==> config.mk <==
export PLATFORM = sky130hd
export DESIGN_NAME = piso_serializer_flat
export DESIGN_NICKNAME = d
export VERILOG_FILES = /design/src/rtl/piso_serializer_if.sv /design/src/rtl/piso_serializer.sv /design/src/flat_wrapper.sv
export SDC_FILE = /design/constraint.sdc
export NUM_CORES = 1
export LEC_CHECK = 0
export BUFFER_PORTS_ARGS = -buffer_cell sky130_fd_sc_hd__buf_2
export CORE_ASPECT_RATIO = 1.1
export CORE_MARGIN = 10
export CORE_UTILIZATION = 40
export CTS_BUF_LIST = sky130_fd_sc_hd__clkbuf_16
export DETAILED_ROUTE_END_ITERATION = 12
export PLACE_DENSITY_LB_ADDON = 0.1
export SYNTH_ARGS = -nofsm -noshare
export SYNTH_HDL_FRONTEND = slang
export SYNTH_SLANG_ARGS = --single-unit
==> constraint.sdc <==
create_clock -name clk -period 2.85 [get_ports clk]
set_input_delay 0.285 -clock clk [delete_from_list [all_inputs] [get_ports clk]]
set_output_delay 0.285 -clock clk [all_outputs]
set_load 0.01 [all_outputs]
==> src/rtl/piso_serializer_if.sv <==
// Load-side and serial-side signals of the PISO serializer, bundled for port use.
// Latency: none, wiring only.
// Backpressure: load_ready from the slave throttles load_valid from the master.
interface piso_serializer_if #(
  parameter int DATA_W = 8
);
  localparam int IDX_W = (DATA_W > 1) ? $clog2(DATA_W) : 1;

  // Parallel load handshake
  logic              load_valid;
  logic              load_ready;
  logic [DATA_W-1:0] load_data;
  logic              lsb_first;

  // Serial line side
  logic              shift_en;
  logic              serial_out;
  logic              serial_valid;
  logic              busy;
  logic [IDX_W-1:0]  bit_idx;
  logic              done;

  // Producer / line-driver side
  modport master (
    output load_valid,
    output load_data,
    output lsb_first,
    output shift_en,
    input  load_ready,
    input  serial_out,
    input  serial_valid,
    input  busy,
    input  bit_idx,
    input  done
  );

  // Serializer side
  modport slave (
    input  load_valid,
    input  load_data,
    input  lsb_first,
    input  shift_en,
    output load_ready,
    output serial_out,
    output serial_valid,
    output busy,
    output bit_idx,
    output done
  );
endinterface

==> src/rtl/piso_serializer.sv <==
// Parallel-in/serial-out serializer with runtime bit order and strobe-gated shifting.
// Latency: first bit on serial_out one cycle after the accepting edge; done one cycle after the last bit.
// Backpressure: load_ready only in IDLE or in the consumed last-bit cycle, so back-to-back frames have no gap.
module piso_serializer #(
  parameter int   DATA_W     = 8,
  parameter logic IDLE_LEVEL = 1'b0
) (
  input logic         clk,
  input logic         rst,
  piso_serializer_if.slave bus
);

  localparam int IDX_W = (DATA_W > 1) ? $clog2(DATA_W) : 1;
  localparam logic [IDX_W-1:0] LAST_IDX = IDX_W'(DATA_W - 1);

  typedef enum logic {
    IDLE  = 1'b0,
    SHIFT = 1'b1
  } state_t;

  state_t            state_q,   state_d;
  logic [DATA_W-1:0] shreg_q,   shreg_d;
  logic              lsb_q,     lsb_d;
  logic [IDX_W-1:0]  bit_idx_q, bit_idx_d;
  logic              done_q,    done_d;

  logic last_bit;
  logic load_ready;
  logic accept;

  // Last bit is consumed when the strobe arrives while bit_idx points at the final bit.
  assign last_bit   = (state_q == SHIFT) && (bit_idx_q == LAST_IDX) && bus.shift_en;
  assign load_ready = (state_q == IDLE) || last_bit;
  assign accept     = bus.load_valid && load_ready;

  // State, shift register, order latch, bit counter and done pulse registers.
  always_ff @(posedge clk) begin
    if (!rst) begin
      state_q   <= IDLE;
      shreg_q   <= '0;
      lsb_q     <= 1'b0;
      bit_idx_q <= '0;
      done_q    <= 1'b0;
    end else begin
      state_q   <= state_d;
      shreg_q   <= shreg_d;
      lsb_q     <= lsb_d;
      bit_idx_q <= bit_idx_d;
      done_q    <= done_d;
    end
  end

  // Next-state logic: load on handshake, shift on strobe, close or chain the frame at the last bit.
  always_comb begin
    state_d   = state_q;
    shreg_d   = shreg_q;
    lsb_d     = lsb_q;
    bit_idx_d = bit_idx_q;
    done_d    = 1'b0;

    case (state_q)
      IDLE: begin
        if (accept) begin
          shreg_d   = bus.load_data;
          lsb_d     = bus.lsb_first;
          bit_idx_d = '0;
          state_d   = SHIFT;
        end
      end

      SHIFT: begin
        if (bus.shift_en) begin
          if (bit_idx_q == LAST_IDX) begin
            done_d    = 1'b1;
            bit_idx_d = '0;
            if (accept) begin
              // Chain the next frame at the same edge: no idle cycle on the line.
              shreg_d = bus.load_data;
              lsb_d   = bus.lsb_first;
              state_d = SHIFT;
            end else begin
              shreg_d = '0;
              state_d = IDLE;
            end
          end else begin
            bit_idx_d = bit_idx_q + IDX_W'(1);
            // The outgoing bit always sits at one end; shift toward it.
            if (lsb_q) begin
              shreg_d = {1'b0, shreg_q[DATA_W-1:1]};
            end else begin
              shreg_d = {shreg_q[DATA_W-2:0], 1'b0};
            end
          end
        end
      end

      default: begin
        state_d = IDLE;
      end
    endcase
  end

  // Output drive: frame bit from the active end of the shift register, idle level otherwise.
  always_comb begin
    bus.serial_out   = IDLE_LEVEL;
    bus.serial_valid = 1'b0;
    bus.busy         = 1'b0;
    if (state_q == SHIFT) begin
      bus.serial_out   = lsb_q ? shreg_q[0] : shreg_q[DATA_W-1];
      bus.serial_valid = 1'b1;
      bus.busy         = 1'b1;
    end
  end

  assign bus.load_ready = load_ready;
  assign bus.bit_idx    = bit_idx_q;
  assign bus.done       = done_q;

endmodule

==> src/flat_wrapper.sv <==
// flat-port wrapper written by rule: the top's interface ports become plain ports
module piso_serializer_flat 
#(
  parameter int   DATA_W     = 8,
  parameter logic IDLE_LEVEL = 1'b0
)
  (clk, rst, bus_load_valid, bus_load_data, bus_lsb_first, bus_shift_en, bus_load_ready, bus_serial_out, bus_serial_valid, bus_busy, bus_bit_idx, bus_done);
  piso_serializer_if #(.DATA_W(DATA_W)) bus_i ();
  input logic clk;
  input logic rst;
  input wire logic [$bits(bus_i.load_valid)-1:0] bus_load_valid;
  input wire logic [$bits(bus_i.load_data)-1:0] bus_load_data;
  input wire logic [$bits(bus_i.lsb_first)-1:0] bus_lsb_first;
  input wire logic [$bits(bus_i.shift_en)-1:0] bus_shift_en;
  output wire logic [$bits(bus_i.load_ready)-1:0] bus_load_ready;
  output wire logic [$bits(bus_i.serial_out)-1:0] bus_serial_out;
  output wire logic [$bits(bus_i.serial_valid)-1:0] bus_serial_valid;
  output wire logic [$bits(bus_i.busy)-1:0] bus_busy;
  output wire logic [$bits(bus_i.bit_idx)-1:0] bus_bit_idx;
  output wire logic [$bits(bus_i.done)-1:0] bus_done;
  assign bus_i.load_valid = bus_load_valid;
  assign bus_i.load_data = bus_load_data;
  assign bus_i.lsb_first = bus_lsb_first;
  assign bus_i.shift_en = bus_shift_en;
  assign bus_load_ready = bus_i.load_ready;
  assign bus_serial_out = bus_i.serial_out;
  assign bus_serial_valid = bus_i.serial_valid;
  assign bus_busy = bus_i.busy;
  assign bus_bit_idx = bus_i.bit_idx;
  assign bus_done = bus_i.done;
  piso_serializer #(.DATA_W(DATA_W), .IDLE_LEVEL(IDLE_LEVEL)) u_core (.clk(clk), .rst(rst), .bus(bus_i));
endmodule
==> reports/qor.txt <==
status -> finished, final reports clean
Crit Path Category -> reg2reg
Setup Viol. Count Final -> 0
Max Fclk -> 568.1 MHz
top-count cell post-synth -> dfxtp_1
worst r2r path cells -> 6
IR drop worst, VDD -> 0.2768 mV
Slew headroom -> 0.6434
DRT Pass-1 Iters -> 6
post-synthesis mux area share -> 0.1242
Clock Tree Buf Depth -> 2
synthesized area -> 745.7 um2
share of layout cells above drive strength 1 -> 0.2596
Initial Utilization -> 0.4185
antenna-violating nets left -> 0
Compound-Gate Fraction of Synth Area -> 0.1913
worst-path maximum fanout -> 15
Arrival @ worst endpoint -> 1.89 ns
setup bufs post-CTS -> 0
#FFs+latches synth -> 14
met3 wire len -> 131 um
initial antenna violation count -> 0
Final Non-Filler Cells -> 122
vias in the first global route -> 697
DIE HEIGHT -> 65.29 um
Iter 0 DRT Violations -> 22
main combinational cell family by area after synthesis -> simple AND/OR/NAND/NOR gates
Residual DRC -> 0
Post-Synth XOR/XNOR Area -> 0
PwrDens -> 610.6 nW/um2
Worst Tran Pin Value -> 0.5349 ns
first-pass GRT wire length -> 3201 um
Slew Limit Fails -> 0
top post-synthesis cells by count -> dfxtp_1 (14), nand2_1 (10), a21oi_1 (9), mux2i_1 (7), nor2_1 (7)
Inserted Diodes -> 0
final worst path period share -> 0.6176
met1 wire length -> 755 um
simple-gate share of the synthesized area -> 0.2114
Synth Area in Adders -> 0.03356
CP Capture Type -> register
Area Overhead vs Synth -> 21.64%
vias per inst -> 5.484
final hold vios -> 0
DR top layer -> met4
Syn Area/Cell -> 8.773 um2
hold buffer count at CTS -> 0
Setup TNS Final -> 0 ns
IO Port Bufs -> 20
Pleak -> 0.3830 nW
final core utilization -> 0.5091
RSZ-0062 raised after global routing -> false
hold path cells -> 3
sequential area share after synthesis -> 0.3758
gp weighted congestion -> 0.7263
CTS tree -> yes
Die W -> 61.17 um
routed wl met2 -> 890 um
Critical Path RT -> 2.98 ns
async set or reset register ratio after synthesis -> 0
critical path's slowest cell -> nand2b_1
GRT Overall Usage -> 0.1039
number of synthesized flops with an enable pin -> 0
IO Pins -> 21
CTS root buffer -> clkbuf_16
Max Cap Viol -> 0
CP peak stage delay -> 0.40 ns
Period minus WS final -> 1.760 ns
post_cts resized -> 0
Total Routed Length -> 1792 um
CP startpoint kind -> register
setup skew after layout -> 0.002922 ns
most used cell, CP -> ha_1
CORE AREA -> 1782 um2
Die ar. -> 3993 um2
Netlist cell types -> 28
GRT Residual Overflow -> 0
Worst-Skew Late Latency -> 0.24 ns
Area contributors post-synth -> dfxtp_1 (38%), mux2i_1 (9.4%), a21oi_1 (6.0%)
num rows -> 16
Hold Crit Class -> in2reg
critical-path cell list -> ha_1, ha_1, nand2b_1, a21oi_1, o21ai_0, and2_1
Reg clk slew, reported paths -> 0.05 ns
area leader, netlist -> dfxtp_1
largest net degree at the start of global routing -> 16
Synthesis Warnings -> 0
routed vias -> 669
ys flop type -> dfxtp_1
clock sinks -> 14
top cell type's share of synthesized area -> 0.3758
CTS H-tree lvls -> 1
Syn Inst Count -> 85
Placed Instances -> 118
WL per Instance -> 14.69 um
TritonCTS buffer count -> 3
syn nets -> 100
Final nets -> 120
DP Wirelength -> 1319 um
==> metrics by stage <==
step                cell area (um2)  hold WS (ns)  worst slack [ns]  power, mW
CTS                           907.1        0.2998             1.083     0.5609
global route                  907.1        0.3243            0.8882     0.5791
finish                        907.1        0.3013             1.090     0.5539
detailed placement            828.3        0.4599             1.102     0.2926
floorplan                     745.7        0.4067             1.324     0.2706
global placement              828.3        0.4553             1.158     0.2910
==> flip-flops by register name, summed over array words and instances, names as in the netlist <==
signal and count:
u_core.bus.bit_idx 3, u_core.bus.done 1, u_core.state_q 1, u_core.lsb_q 1, u_core.shreg_q 8
==> layer usage <==
layer | track usage | vias to the layer above
met4 | 0.06000 | 0
met1 | 0.1079 | 316
met5 | 0 | -
met2 | 0.1725 | 15
li1 | - | 336
met3 | 0.03846 | 2
==> layout make-up <==
| cell class | instances | area (um2) |
|---|---|---|
| inverters | 2 | 7.507 |
| well taps | 18 | 22.52 |
| repair buffers | 20 | 100.1 |
| fillers | 181 | 874.6 |
| clock inverters | 1 | 3.754 |
| flip-flops and latches | 14 | 280.3 |
| clock buffers | 3 | 75.07 |
| multi-input cells | 64 | 417.9 |
==> power by group <==
| part | internal [mW] | total [mW] | switching, mW | leakage [nW] |
|---|---|---|---|---|
| registers | 0.208 | 0.222 | 0.0145 | 0.115 |
| logic | 0.0320 | 0.0659 | 0.0340 | 0.230 |
| clock network | 0.185 | 0.266 | 0.0801 | 0.0385 |
==> kinds of logic after synthesis <==
family          Yosys count
compound gates           24
fa+ha+maj                 2
buf+inv                   7
flops                    14
mux                       8
simple gates             30
==> path summary, 6_finish.rpt <==
check | start | to | slack [ns]
setup / recovery | u_core.bus.bit_idx[0] | u_core.shreg_q[0] | 1.09
setup reg to reg | u_core.bus.bit_idx[0] | u_core.shreg_q[0] | 1.09
hold reg to reg | u_core.shreg_q[3] | u_core.shreg_q[3] | 0.47
hold / removal | bus_load_data[3] | u_core.shreg_q[3] | 0.30
==> worst max-delay path, delay by kind of cell (launching register included) <==
family / cells / cell delay, ns
flip-flops: 1 / 0.33
AND/OR/NAND/NOR: 2 / 0.55
AO/OA/AOI/OAI: 2 / 0.32
adder cells (fa/ha/maj): 2 / 0.44
==> layout by cell type, fill, tap and decap left out, types with 3 or more instances in the layout <==
cell type / n
a21oi_1: 9
buf_2: 20
clkbuf_16: 3
dfxtp_1: 14
mux2i_1: 7
nand2_1: 10
nor2_1: 7
nor2b_1: 3
o21ai_0: 5
o21ai_1: 3
No activity file was read; power rests on OpenSTA's default activity.
